`src/rtl/prog_loader_pkg.sv`:
```
// Shared definitions for the program loader: FSM encoding and default sizing.
package prog_loader_pkg;

    localparam int DEF_WORD_W    = 8;
    localparam int DEF_ADDR_W    = 8;
    localparam int DEF_CLEAR_VAL = 0;

    typedef enum logic [1:0] {
        ST_IDLE    = 2'd0,
        ST_CLEAR   = 2'd1,
        ST_LOAD    = 2'd2,
        ST_RELEASE = 2'd3
    } state_t;

endpackage

```
`src/rtl/prog_loader.sv`:
```
// Program loader: optionally fills the external memory with a clear value,
// then streams len words into addresses 0..len-1 and releases the processor
// from reset once the whole image is in place.
module prog_loader
    import prog_loader_pkg::*;
#(
    parameter int                WORD_W    = DEF_WORD_W,
    parameter int                ADDR_W    = DEF_ADDR_W,
    parameter logic [WORD_W-1:0] CLEAR_VAL = WORD_W'(DEF_CLEAR_VAL)
) (
    input  logic              clk,
    input  logic              rst,
    input  logic              start,
    input  logic              clear_en,
    input  logic [ADDR_W:0]   len,
    input  logic              abort,
    input  logic              in_valid,
    input  logic [WORD_W-1:0] in_data,
    output logic              in_ready,
    output logic              mem_we,
    output logic [ADDR_W-1:0] mem_addr,
    output logic [WORD_W-1:0] mem_wdata,
    output logic              cpu_rst,
    output logic              busy,
    output logic              done,
    output logic              err,
    output logic [ADDR_W:0]   words_loaded
);

    state_t            state_reg, state_next;
    logic [ADDR_W:0]   len_reg;
    logic [ADDR_W:0]   count_reg;
    logic [ADDR_W:0]   count_inc;
    logic [ADDR_W-1:0] clr_addr_reg;
    logic              mem_we_reg;
    logic [ADDR_W-1:0] mem_addr_reg;
    logic [WORD_W-1:0] mem_wdata_reg;
    logic              cpu_rst_reg;
    logic              err_reg;

    logic len_ok;
    logic start_ok;
    logic start_bad;
    logic load_rdy;
    logic xfer;
    logic clr_last;
    logic working;

    // len is one bit wider than an address, so it exceeds DEPTH exactly when
    // the top bit is set together with any lower bit.
    assign len_ok    = !(len[ADDR_W] && (|len[ADDR_W-1:0]));
    assign start_ok  = (state_reg == ST_IDLE) && start && len_ok;
    assign start_bad = (state_reg == ST_IDLE) && start && !len_ok;
    assign load_rdy  = (state_reg == ST_LOAD) && (count_reg != len_reg);
    // abort wins over a word offered in the same cycle
    assign xfer      = load_rdy && in_valid && !abort;
    assign count_inc = count_reg + 1'b1;
    assign clr_last  = &clr_addr_reg;
    assign working   = (state_reg == ST_CLEAR) || (state_reg == ST_LOAD);

    // State register
    always_ff @(posedge clk or negedge rst) begin
        if (!rst) begin
            state_reg <= ST_IDLE;
        end else begin
            state_reg <= state_next;
        end
    end

    // Next-state decode and state-derived outputs
    always_comb begin
        state_next = state_reg;
        in_ready   = 1'b0;
        busy       = 1'b1;
        done       = 1'b0;
        case (state_reg)
            ST_IDLE: begin
                busy = 1'b0;
                if (start_ok) begin
                    state_next = clear_en ? ST_CLEAR : ST_LOAD;
                end
            end
            ST_CLEAR: begin
                if (abort) begin
                    state_next = ST_IDLE;
                end else if (clr_last) begin
                    state_next = ST_LOAD;
                end
            end
            ST_LOAD: begin
                in_ready = load_rdy;
                if (abort) begin
                    state_next = ST_IDLE;
                end else if (count_reg == len_reg) begin
                    // only reachable with len = 0
                    state_next = ST_RELEASE;
                end else if (xfer && (count_inc == len_reg)) begin
                    state_next = ST_RELEASE;
                end
            end
            ST_RELEASE: begin
                done       = 1'b1;
                state_next = ST_IDLE;
            end
            default: begin
                busy       = 1'b0;
                state_next = ST_IDLE;
            end
        endcase
    end

    // Datapath: counters, registered write port, processor reset and error flag
    always_ff @(posedge clk or negedge rst) begin
        if (!rst) begin
            len_reg       <= '0;
            count_reg     <= '0;
            clr_addr_reg  <= '0;
            mem_we_reg    <= 1'b0;
            mem_addr_reg  <= '0;
            mem_wdata_reg <= '0;
            cpu_rst_reg   <= 1'b0;
            err_reg       <= 1'b0;
        end else begin
            mem_we_reg <= 1'b0;
            if (start_bad) begin
                err_reg <= 1'b1;
            end
            if (start_ok) begin
                len_reg      <= len;
                count_reg    <= '0;
                clr_addr_reg <= '0;
                err_reg      <= 1'b0;
                cpu_rst_reg  <= 1'b0;
            end
            if ((state_reg == ST_CLEAR) && !abort) begin
                mem_we_reg    <= 1'b1;
                mem_addr_reg  <= clr_addr_reg;
                mem_wdata_reg <= CLEAR_VAL;
                clr_addr_reg  <= clr_addr_reg + 1'b1;
            end
            if (xfer) begin
                mem_we_reg    <= 1'b1;
                mem_addr_reg  <= count_reg[ADDR_W-1:0];
                mem_wdata_reg <= in_data;
                count_reg     <= count_inc;
            end
            if (working && abort) begin
                err_reg <= 1'b1;
            end
            if (state_reg == ST_RELEASE) begin
                cpu_rst_reg <= 1'b1;
            end
        end
    end

    assign mem_we       = mem_we_reg;
    assign mem_addr     = mem_addr_reg;
    assign mem_wdata    = mem_wdata_reg;
    assign cpu_rst      = cpu_rst_reg;
    assign err          = err_reg;
    // count never passes len, so it doubles as the saturating word counter
    assign words_loaded = count_reg;

endmodule

```
`config.mk`:
```
export PLATFORM = sky130hd
export DESIGN_NAME = prog_loader
export DESIGN_NICKNAME = d
export VERILOG_FILES = /design/src/rtl/prog_loader_pkg.sv /design/src/rtl/prog_loader.sv
export SDC_FILE = /design/constraint.sdc
export NUM_CORES = 1
export LEC_CHECK = 0
export BUFFER_PORTS_ARGS = -buffer_cell sky130_fd_sc_hd__buf_2
export CAP_MARGIN = 5
export CORE_AREA = 2 2 84 86
export DETAILED_ROUTE_END_ITERATION = 10
export DIE_AREA = 0 0 86 88
export PLACE_DENSITY_LB_ADDON = 0.2
export SLEW_MARGIN = 40
export SYNTH_ARGS = -nofsm -noshare
export SYNTH_HDL_FRONTEND = slang
export SYNTH_SLANG_ARGS = --single-unit
```
`constraint.sdc`:
```
create_clock -name clk -period 3.65 [get_ports clk]
set_input_delay 0.1825 -clock clk [delete_from_list [all_inputs] [get_ports clk]]
set_output_delay 0.1825 -clock clk [all_outputs]
set_load 0.02 [all_outputs]
```
==> run_results.csv, run 1 <==
group,metric,value,unit
power_and_ir_drop,final_total_pwr,2170,uW
status,outcome,"finished clean",
power_and_ir_drop,clock_power_share,0.193,
die,initial_core_util,0.388,
die,core,6640,um^2
die,num_rows,30,
finish,fillers,680,
yosys,post_synth_instance_area,2580,um^2
placed_design,pre_cts_setup_slack,1.21,ns
yosys,number_of_flops_mapped_to_enable_cells_by_yosys,0,
finish,area_of_all_placed_cells_without_fillers,3020,um^2
timing,rsz_0062_raised_after_global_routing,"no",
critical_path,element_type_at_the_critical_path_start,"flop",
timing,post_route_worst_setup_slack,1.14,ns
timing,final_setup_violation_count,0,
clock_network,clk_transition_reported_paths,0.10,ns
detailed_routing,post_dr_vias_cell,5.32,
yosys,yosys_register_bits,47,
global_route,groute.layer.met3.usage,0.0311,
power_and_ir_drop,power_leakage,0.00152,uW
yosys,synthesis.area_per_instance,9.52,um^2
global_route,global_route_wire_length_before_repair,9990,um
critical_path,worstPathRequired,3.47,ns
global_route,met2_routing_resource_usage_after_global_routing,0.266,
power_and_ir_drop,power.net_switching,877,uW
global_route,grt_util_all_layers,0.167,
clock_network,cts_max_path_buffers,2,
global_route,first_global_vias,2071,
timing,max_freq,399,MHz
min_path,min_path_type,"in2reg",
critical_path,critPathKind,"reg2out",
detailed_routing,detailedRoute.firstIterationViolations,121,
global_route,overflow,0,
run,drv.max_cap_violation_count,0,
die,io_pins,54,
detailed_routing,detailedRoute.firstPassIterationCount,4,
power_and_ir_drop,pwr-share-comb,0.421,
yosys,seq_area_frac_synth,0.456,
global_route,pin_count_of_the_biggest_net_entering_global_routing,49,
clock_network,postCtsSetupRepairBufs,0,
placed_design,dp.final_hpwl,4330,um
yosys,asyncSetResetFlopFracSynth,1.00,
timing,tightestPinTransition,0.644,ns
placed_design,finalWeightedCongestion,0.828,
critical_path,critical_path_fanouts_max,8,
power_and_ir_drop,powerDensity,719,nW/um^2
timing,timing_max_transition_violations_final,0,
yosys,synth_top_cell_area_share,0.456,
timing,totalNegativeSetupSlack,0,ns
global_route,grt_most_used_layer,"met2",
die,floorplan.die.height,88,um
critical_path,cp_data_arrival_time,2.33,ns
power_and_ir_drop,ir_worst_vdd,0.000309,V
finish,final-instance-count-excl-fill,403,
yosys,netlist_instances,271,
critical_path,worstSetupEndpointType,"primary output",
yosys,synth.yosys.warnings,0,
timing,min_period_over_period,0.687,
global_route,antenna_found_initial,0,
clock_network,tritoncts_num_sinks,47,
detailed_routing,drc,0,
finish,post_route_cells_drive_above_1_share,0.269,
detailed_routing,wire_per_inst,15.1,um
finish,most-common-layout-cells,"sky130_fd_sc_hd__buf_2, sky130_fd_sc_hd__dfrtp_1, sky130_fd_sc_hd__nand2_1, sky130_fd_sc_hd__o21ai_0, sky130_fd_sc_hd__nor2_1",
critical_path,cp_slowest_cell,"sky130_fd_sc_hd__or4_4",
power_and_ir_drop,internal_power,1290,uW
yosys,synth_largest_area_cell,"sky130_fd_sc_hd__dfrtp_1",
timing,worst_slew_margin_rel,0.567,
clock_network,clockRootBuffer,"sky130_fd_sc_hd__clkbuf_8",
finish,antennaDiodeCount,0,
timing,hold_violations,0,
global_route,globalRouteMet1Util,0.235,
placed_design,placedInstanceArea,2890,um^2
yosys,synth_ff_type,"sky130_fd_sc_hd__dfrtp_1",
yosys,synthDistinctLibCells,49,
critical_path,critical-path-max-stage-delay,0.57,ns
clock_network,num_cts_buffers,5,
placed_design,post-place-cells,394,
yosys,synth.area.top_cells,"sky130_fd_sc_hd__dfrtp_1, sky130_fd_sc_hd__o21ai_0, sky130_fd_sc_hd__nand2_1",
power_and_ir_drop,power.share.switching,0.404,
finish,layout_commonest_cell,"sky130_fd_sc_hd__buf_2",
timing,final.min_clock_period,2.51,ns
finish,finalNetCount,352,
detailed_routing,postRouteAntennaNets,0,
clock_network,tritoncts,"yes",
finish,flow.area_growth_from_synthesis,17.0,%
critical_path,worstPathCellList,"xor2_1, or4_4, or3_1, and2_1, buf_2",
die,design.die.area,7570,um^2
power_and_ir_drop,portion_of_total_power_attributed_to_sequential_cells,0.385,
placed_design,buffer_ports.inserted,53,
clock_network,clkLatencyLatePin,0.31,ns
detailed_routing,total_via_count_in_the_routed_design,2144,
die,die_width,86,um
detailed_routing,drt-total-wl,6100,um
yosys,synth_nets,301,
clock_network,clock_tree.htree_level_count,2,
timing,final.setup_skew,0.0106,ns
final timing paths:
kind                                       from               to  slack (ns)  cells past startpoint
worst max-delay path            words_loaded[4]         in_ready        1.14                      5
worst min-delay path                 in_data[2]     mem_wdata[2]        0.11                      3
worst max register to register  words_loaded[4]  words_loaded[4]        1.18                      6
worst min register to register          cpu_rst          cpu_rst        0.49                      1
max in group asynchronous                   rst  words_loaded[4]        2.72                      3
min in group asynchronous                   rst     state_reg[1]        0.49                      3
cells by family after synthesis:
logic type / Yosys count / synth area share
and+or+nand+nor: 104 / 0.203
AOI/OAI and AO/OA: 63 / 0.167
DFF: 47 / 0.456
buffers and inverters: 28 / 0.0563
xor gates and xnor gates: 11 / 0.0373
muxes: 11 / 0.0466
adders and majority gates: 7 / 0.0339
layout make-up:
| class | count | area (um^2) | share of cell area |
|---|---|---|---|
| clock inverters | 2 | 38.8 | 0.0129 |
| clock buffers | 6 | 82.6 | 0.0274 |
| well taps | 80 | 100 | 0.0332 |
| flip-flops and latches | 47 | 1180 | 0.390 |
| repair buffers | 59 | 313 | 0.104 |
| multi-input cells | 196 | 1260 | 0.417 |
| inverters | 13 | 48.8 | 0.0162 |
cells in the mapped netlist (2+ instances only):
| cell | instances |
|---|---|
| sky130_fd_sc_hd__nand3_1 | 12 |
| sky130_fd_sc_hd__nor4_1 | 3 |
| sky130_fd_sc_hd__nand4_1 | 3 |
| sky130_fd_sc_hd__o21ai_1 | 3 |
| sky130_fd_sc_hd__nor2b_1 | 3 |
| sky130_fd_sc_hd__a31oi_1 | 10 |
| sky130_fd_sc_hd__xor2_1 | 6 |
| sky130_fd_sc_hd__mux2i_1 | 3 |
| sky130_fd_sc_hd__and3_1 | 8 |
| sky130_fd_sc_hd__nor3_1 | 2 |
| sky130_fd_sc_hd__buf_6 | 2 |
| sky130_fd_sc_hd__or4_1 | 3 |
| sky130_fd_sc_hd__o21ai_0 | 24 |
| sky130_fd_sc_hd__clkbuf_1 | 7 |
| sky130_fd_sc_hd__nor2_1 | 23 |
| sky130_fd_sc_hd__nand2b_1 | 7 |
| sky130_fd_sc_hd__mux2_2 | 8 |
| sky130_fd_sc_hd__ha_1 | 7 |
| sky130_fd_sc_hd__a21oi_1 | 4 |
| sky130_fd_sc_hd__a22o_1 | 3 |
| sky130_fd_sc_hd__o21ai_2 | 6 |
| sky130_fd_sc_hd__xnor2_1 | 5 |
| sky130_fd_sc_hd__a31oi_2 | 2 |
| sky130_fd_sc_hd__dfrtp_1 | 47 |
| sky130_fd_sc_hd__a21o_1 | 3 |
| sky130_fd_sc_hd__nand2_1 | 30 |
| sky130_fd_sc_hd__inv_1 | 13 |
| sky130_fd_sc_hd__buf_4 | 3 |
per-layer routing:
metal,up-vias,part of all wire,wire [um]
li1,1058,-,-
met1,1034,0.49,2990
met2,47,0.47,2850
met3,5,0.036,217
met4,0,0.0082,50
met5,-,0,0
power groups by stage:
stage               sequential [uW]  clock [uW]  combinational (uW)
detailed placement              848           0                 922
global route                    858         449                1020
finish                          836         419                 914
floorplan                       946           0                 542
CTS                             838         430                 926
global placement                848           0                 904
critical path: cells and delay by family, from the launching register on:
| kind | cells | cell delay, ns |
|---|---|---|
| xor gates and xnor gates | 1 | 0.22 |
| buffers and inverters | 1 | 0.15 |
| DFF | 1 | 0.48 |
| and+or+nand+nor | 3 | 1.18 |
metrics by stage:
stage                util  hold slack [ns]
finish              0.454            0.109
global route        0.454            0.110
CTS                 0.454            0.105
detailed placement  0.434            0.329
global placement    0.434            0.326
floorplan               -           -0.113
what timing repair did:
item	CTS	global route
resized for setup	0	0
setup endpoints to repair	0	0
hold endpoints to repair	45	0
hold buffers	1	0
(Power assumes the default switching activity.)
==> run 2, diff against run 1 <==
Clock period 3.65 ns to 2.55 ns, I/O delays scaled along.
==> run_results.csv, run 2 (same netlist as run 1, synthesis figures left out) <==
group,metric,value,unit
timing,max_freq,423,MHz
power_and_ir_drop,pwr-share-comb,0.434,
finish,most-common-layout-cells,"sky130_fd_sc_hd__buf_2, sky130_fd_sc_hd__dfrtp_1, sky130_fd_sc_hd__nand2_1, sky130_fd_sc_hd__o21ai_0, sky130_fd_sc_hd__nor2_1",
critical_path,critical_path_fanouts_max,4,
min_path,timing.hold.worst_path_depth,3,
detailed_routing,post_dr_vias_cell,5.24,
global_route,global_route_wire_length_before_repair,10300,um
clock_network,clockRootBuffer,"sky130_fd_sc_hd__clkbuf_8",
clock_network,cts_max_path_buffers,2,
power_and_ir_drop,power_leakage,0.00156,uW
detailed_routing,postRouteAntennaNets,0,
min_path,holdPathEnd,"mem_wdata[2]",
power_and_ir_drop,power.share.switching,0.403,
clock_network,postCtsSetupRepairBufs,0,
detailed_routing,drt-total-wl,6330,um
clock_network,clk_transition_reported_paths,0.09,ns
critical_path,cp_data_arrival_time,2.24,ns
detailed_routing,detailedRoute.firstIterationViolations,115,
global_route,first_global_vias,2028,
critical_path,worst-r2r-cell-count,7,
finish,finalNetCount,358,
global_route,pin_count_of_the_biggest_net_entering_global_routing,49,
timing,final.min_clock_period,2.37,ns
timing,min_period_over_period,0.928,
finish,final_core_utilization,0.462,
finish,antennaDiodeCount,0,
power_and_ir_drop,power.net_switching,1250,uW
timing,hold_violations,0,
die,die_width,86,um
clock_network,num_cts_buffers,5,
detailed_routing,wire_per_inst,15.5,um
die,io_pins,54,
die,core,6640,um^2
clock_network,clkLatencyLatePin,0.30,ns
die,num_rows,30,
timing,final.setup_skew,0.0116,ns
critical_path,worstSetupEndpointType,"primary output",
timing,totalNegativeSetupSlack,0,ns
clock_network,tritoncts,"yes",
min_path,min-delay-start,"in_data[2]",
clock_network,clock_tree.htree_level_count,2,
finish,layout_commonest_cell,"sky130_fd_sc_hd__buf_2",
die,initial_core_util,0.388,
power_and_ir_drop,internal_power,1860,uW
critical_path,critPathKind,"reg2out",
finish,post_route_cells_drive_above_1_share,0.283,
die,design.die.area,7570,um^2
global_route,grt_util_all_layers,0.172,
timing,timing_max_transition_violations_final,0,
global_route,antenna_found_initial,0,
placed_design,dp.final_hpwl,4610,um
placed_design,finalWeightedCongestion,0.889,
critical_path,setup.reg_to_reg.worst_slack,0.24,ns
timing,worst_slew_margin_rel,0.503,
placed_design,buffer_ports.inserted,53,
detailed_routing,detailedRoute.firstPassIterationCount,4,
timing,tightestPinTransition,0.740,ns
timing,rsz_0062_raised_after_global_routing,"no",
timing,post_route_worst_hold_slack,0.0630,ns
run,drv.max_cap_violation_count,0,
status,outcome,"finished clean",
die,floorplan.die.height,88,um
power_and_ir_drop,clock_power_share,0.185,
detailed_routing,total_via_count_in_the_routed_design,2144,
clock_network,tritoncts_num_sinks,47,
global_route,overflow,0,
min_path,min_path_type,"in2reg",
finish,flow.area_growth_from_synthesis,19.1,%
critical_path,element_type_at_the_critical_path_start,"flop",
critical_path,worst_r2r_startpoint,"words_loaded[1]",
power_and_ir_drop,ir_worst_vdd,0.000505,V
power_and_ir_drop,powerDensity,1010,nW/um^2
critical_path,worstPathRequired,2.42,ns
power_and_ir_drop,portion_of_total_power_attributed_to_sequential_cells,0.381,
timing,final_setup_violation_count,0,
critical_path,critical_path.reg2reg.endpoint,"state_reg[1]",
detailed_routing,drc,0,
## run 2: cell count changes in the layout (fill, tap and decap cells not counted)
cell                       previous run  this run
sky130_fd_sc_hd__clkinv_2             0         1
sky130_fd_sc_hd__buf_12               0         1
sky130_fd_sc_hd__buf_4                5        10
sky130_fd_sc_hd__inv_6                1         0
## run 2: worst max-delay path by stage
stage,startpoint,end,slack (ns),cells after the start
after floorplan,words_loaded[4],words_loaded[4],0.37,6
after global placement,words_loaded[1],state_reg[1],0.31,7
after detailed placement,words_loaded[1],state_reg[1],0.24,7
after CTS,words_loaded[4],in_ready,0.18,5
after global routing,words_loaded[1],state_reg[1],0.03,7
final,words_loaded[7],in_ready,0.18,5
## run 2: final cells by class
class | count | area [um^2]
Multi-Input combinational cell | 196 | 1260
Sequential cell | 47 | 1180
Fill cell | 664 | 3570
Timing Repair Buffer | 65 | 370
Clock inverter | 2 | 35.0
Inverter | 13 | 48.8
Clock buffer | 6 | 82.6
Tap cell | 80 | 100
## run 2: worst max-delay path, stage by stage, from the launching register on
cell and delay [ns]:
sky130_fd_sc_hd__dfrtp_1 0.40, sky130_fd_sc_hd__xor2_1 0.21, sky130_fd_sc_hd__or4_4 0.56, sky130_fd_sc_hd__or3_1 0.44
sky130_fd_sc_hd__and2_1 0.19, sky130_fd_sc_hd__buf_2 0.15
## run 2: per-stage QoR
stage / total power, uW / setup WS (ns) / std cells / instance area [um^2]
final: 3110 / 0.185 / 409 / 3070
after global routing: 3310 / 0.0324 / 409 / 3070
after CTS: 3140 / 0.177 / 409 / 3070
after detailed placement: 2550 / 0.242 / 400 / 2940
after global placement: 2530 / 0.306 / 400 / 2940
after floorplan: 2130 / 0.371 / 271 / 2580
## run 2: what timing repair did
action,CTS,global route
resized for setup,0,0
hold buffers,1,0
endpoints found under the hold margin,23,0
## run 2: metal layers
| metal | up-vias | global-route usage | wire length, um |
|---|---|---|---|
| li1 | 1065 | - | - |
| met1 | 1038 | 0.238 | 3080 |
| met2 | 35 | 0.274 | 2980 |
| met3 | 6 | 0.0339 | 206 |
| met4 | 0 | 0.0534 | 72 |
| met5 | - | 0 | 0 |
## run 2: power groups by stage
| stage | clock network (uW) | registers, uW | logic (uW) |
|---|---|---|---|
| 2_1_floorplan | 0 | 1350 | 775 |
| 3_3_place_gp | 0 | 1200 | 1330 |
| 3_5_place_dp | 0 | 1200 | 1350 |
| 4_1_cts | 593 | 1190 | 1360 |
| 5_1_grt | 621 | 1220 | 1470 |
| 6_report | 575 | 1190 | 1350 |
==> run 3, diff against run 2 <==
Settings changed: MAX_ROUTING_LAYER from default to met4.
==> run_results.csv, run 3 (same netlist as run 1, synthesis figures left out) <==
group,metric,value,unit
min_path,min_path_type,"in2reg",
timing,tightestPinTransition,0.650,ns
finish,antennaDiodeCount,0,
timing,final.setup_skew,0.0101,ns
power_and_ir_drop,clock_power_share,0.205,
min_path,min-delay-start,"len[5]",
power_and_ir_drop,power.net_switching,1250,uW
power_and_ir_drop,power.share.switching,0.392,
timing,hold_violations,0,
detailed_routing,detailedRoute.firstPassIterationCount,4,
finish,most-common-layout-cells,"sky130_fd_sc_hd__buf_2, sky130_fd_sc_hd__dfrtp_1, sky130_fd_sc_hd__nand2_1, sky130_fd_sc_hd__o21ai_0, sky130_fd_sc_hd__nor2_1",
power_and_ir_drop,ir_worst_vdd,0.000543,V
die,core,6640,um^2
clock_network,clkLatencyLatePin,0.30,ns
finish,area_of_the_multi_input_gates,1260,um^2
finish,final_core_utilization,0.467,
placed_design,pre_cts_setup_slack,0.249,ns
timing,max_freq,420,MHz
critical_path,worst_r2r_startpoint,"words_loaded[0]",
detailed_routing,met3WireLength,223,um
critical_path,worstPathCellList,"xor2_1, or4_4, or3_1, and2_1, buf_2",
die,design.die.area,7570,um^2
finish,layout_commonest_cell,"sky130_fd_sc_hd__buf_2",
critical_path,worstSetupEndpointType,"primary output",
detailed_routing,detailedRoute.firstIterationViolations,179,
critical_path,critPathBufInv,1,
clock_network,cts_max_path_buffers,2,
timing,final.min_clock_period,2.38,ns
critical_path,critical-path-max-stage-delay,0.57,ns
global_route,first_global_vias,2119,
detailed_routing,drc,0,
detailed_routing,post_dr_vias_cell,5.30,
placed_design,buffer_ports.inserted,53,
global_route,antenna_found_initial,0,
timing,post_route_worst_setup_slack,0.170,ns
finish,flow.area_growth_from_synthesis,20.4,%
clock_network,tritoncts_num_sinks,47,
placed_design,dp.final_hpwl,4600,um
detailed_routing,wire_per_inst,14.8,um
global_route,global_route_wire_length_before_repair,10400,um
die,initial_core_util,0.388,
run,drv.max_cap_violation_count,0,
timing,timing_max_transition_violations_final,0,
critical_path,cp_data_arrival_time,2.25,ns
critical_path,critPathKind,"reg2out",
status,outcome,"finished clean",
critical_path,timing.critical_path.from,"len_reg[4]",
critical_path,setup.reg_to_reg.worst_slack,0.23,ns
detailed_routing,wl_met2,2850,um
critical_path,element_type_at_the_critical_path_start,"flop",
clock_network,num_cts_buffers,5,
finish,sequential_area,1180,um^2
timing,totalNegativeSetupSlack,0,ns
global_route,overflow,0,
power_and_ir_drop,portion_of_total_power_attributed_to_sequential_cells,0.375,
die,die_width,86,um
detailed_routing,postRouteAntennaNets,0,
power_and_ir_drop,power_leakage,0.00157,uW
clock_network,tritoncts,"yes",
global_route,grt_util_all_layers,0.179,
clock_network,clock_tree.htree_level_count,2,
timing,min_period_over_period,0.933,
detailed_routing,drt-met1-wl,2930,um
timing,final_setup_violation_count,0,
global_route,pin_count_of_the_biggest_net_entering_global_routing,49,
die,floorplan.die.height,88,um
power_and_ir_drop,pwr-share-comb,0.421,
die,io_pins,54,
power_and_ir_drop,powerDensity,1030,nW/um^2
clock_network,post_cts_hold_buffer_count,1,
finish,finalNetCount,360,
detailed_routing,total_via_count_in_the_routed_design,2178,
critical_path,worstPathRequired,2.42,ns
power_and_ir_drop,internal_power,1940,uW
clock_network,postCtsSetupRepairBufs,0,
clock_network,clk_transition_reported_paths,0.09,ns
placed_design,finalWeightedCongestion,0.837,
die,num_rows,30,
critical_path,cp_slowest_cell,"sky130_fd_sc_hd__or4_4",
timing,rsz_0062_raised_after_global_routing,"no",
timing,worst_slew_margin_rel,0.566,
clock_network,post_cts.resized_instances,0,
detailed_routing,drt-total-wl,6080,um
clock_network,clockRootBuffer,"sky130_fd_sc_hd__clkbuf_8",
finish,fillers,647,
critical_path,timing.critical_path.max_delay_family,"simple AND/OR/NAND/NOR gates",
finish,post_route_cells_drive_above_1_share,0.287,
critical_path,critical_path_fanouts_max,3,
detailed_routing,highest_layer,"met4",
## run 3: path summary, 6_finish.rpt
kind / endpoint / cells past startpoint
min in group asynchronous: state_reg[0] / 2
hold reg to reg: cpu_rst / 1
max in group asynchronous: words_loaded[8] / 3
setup / recovery: in_ready / 5
hold / removal: len_reg[5] / 2
setup reg to reg: state_reg[0] / 7
## run 3: area by class of cell
class	count	area share
multi-input combinational	196	0.405
sequential	47	0.379
timing repair buffer	67	0.124
tap	80	0.0322
clock buffer	5	0.0222
clock inverter	3	0.0218
inverter	13	0.0157
## run 3: routing by layer
metal	track usage	vias up
met1	0.235	1059
li1	-	1072
met2	0.282	41
met4	0.0433	0
met3	0.0396	6
met5	-	-
## run 3: stage by stage
| stage | cell area (um^2) | hold WS, ns | std cells | total power [uW] |
|---|---|---|---|---|
| floorplan | 2580 | -0.168 | 271 | 2130 |
| global route | 3110 | 0.0525 | 411 | 3430 |
| CTS | 3110 | 0.0541 | 411 | 3220 |
| detailed placement | 2960 | 0.198 | 402 | 2550 |
| global placement | 2960 | 0.195 | 402 | 2540 |
| finish | 3110 | 0.0632 | 411 | 3190 |
## run 3: power by group through the flow
stage	Combinational (uW)	Sequential, uW	Clock, uW
after floorplan	775	1350	0
after global placement	1330	1210	0
after detailed placement	1340	1210	0
after CTS	1350	1200	668
after global routing	1500	1230	702
final	1340	1190	652
## run 3: worst register-to-register path, cell delays in order (launching register included)
cell	delay (ns)
sky130_fd_sc_hd__dfrtp_1	0.44
sky130_fd_sc_hd__ha_1	0.27
sky130_fd_sc_hd__nand3_1	0.22
sky130_fd_sc_hd__or4_1	0.56
sky130_fd_sc_hd__a31oi_1	0.20
sky130_fd_sc_hd__nor4_1	0.09
sky130_fd_sc_hd__o21ai_1	0.23
sky130_fd_sc_hd__mux2i_1	0.22
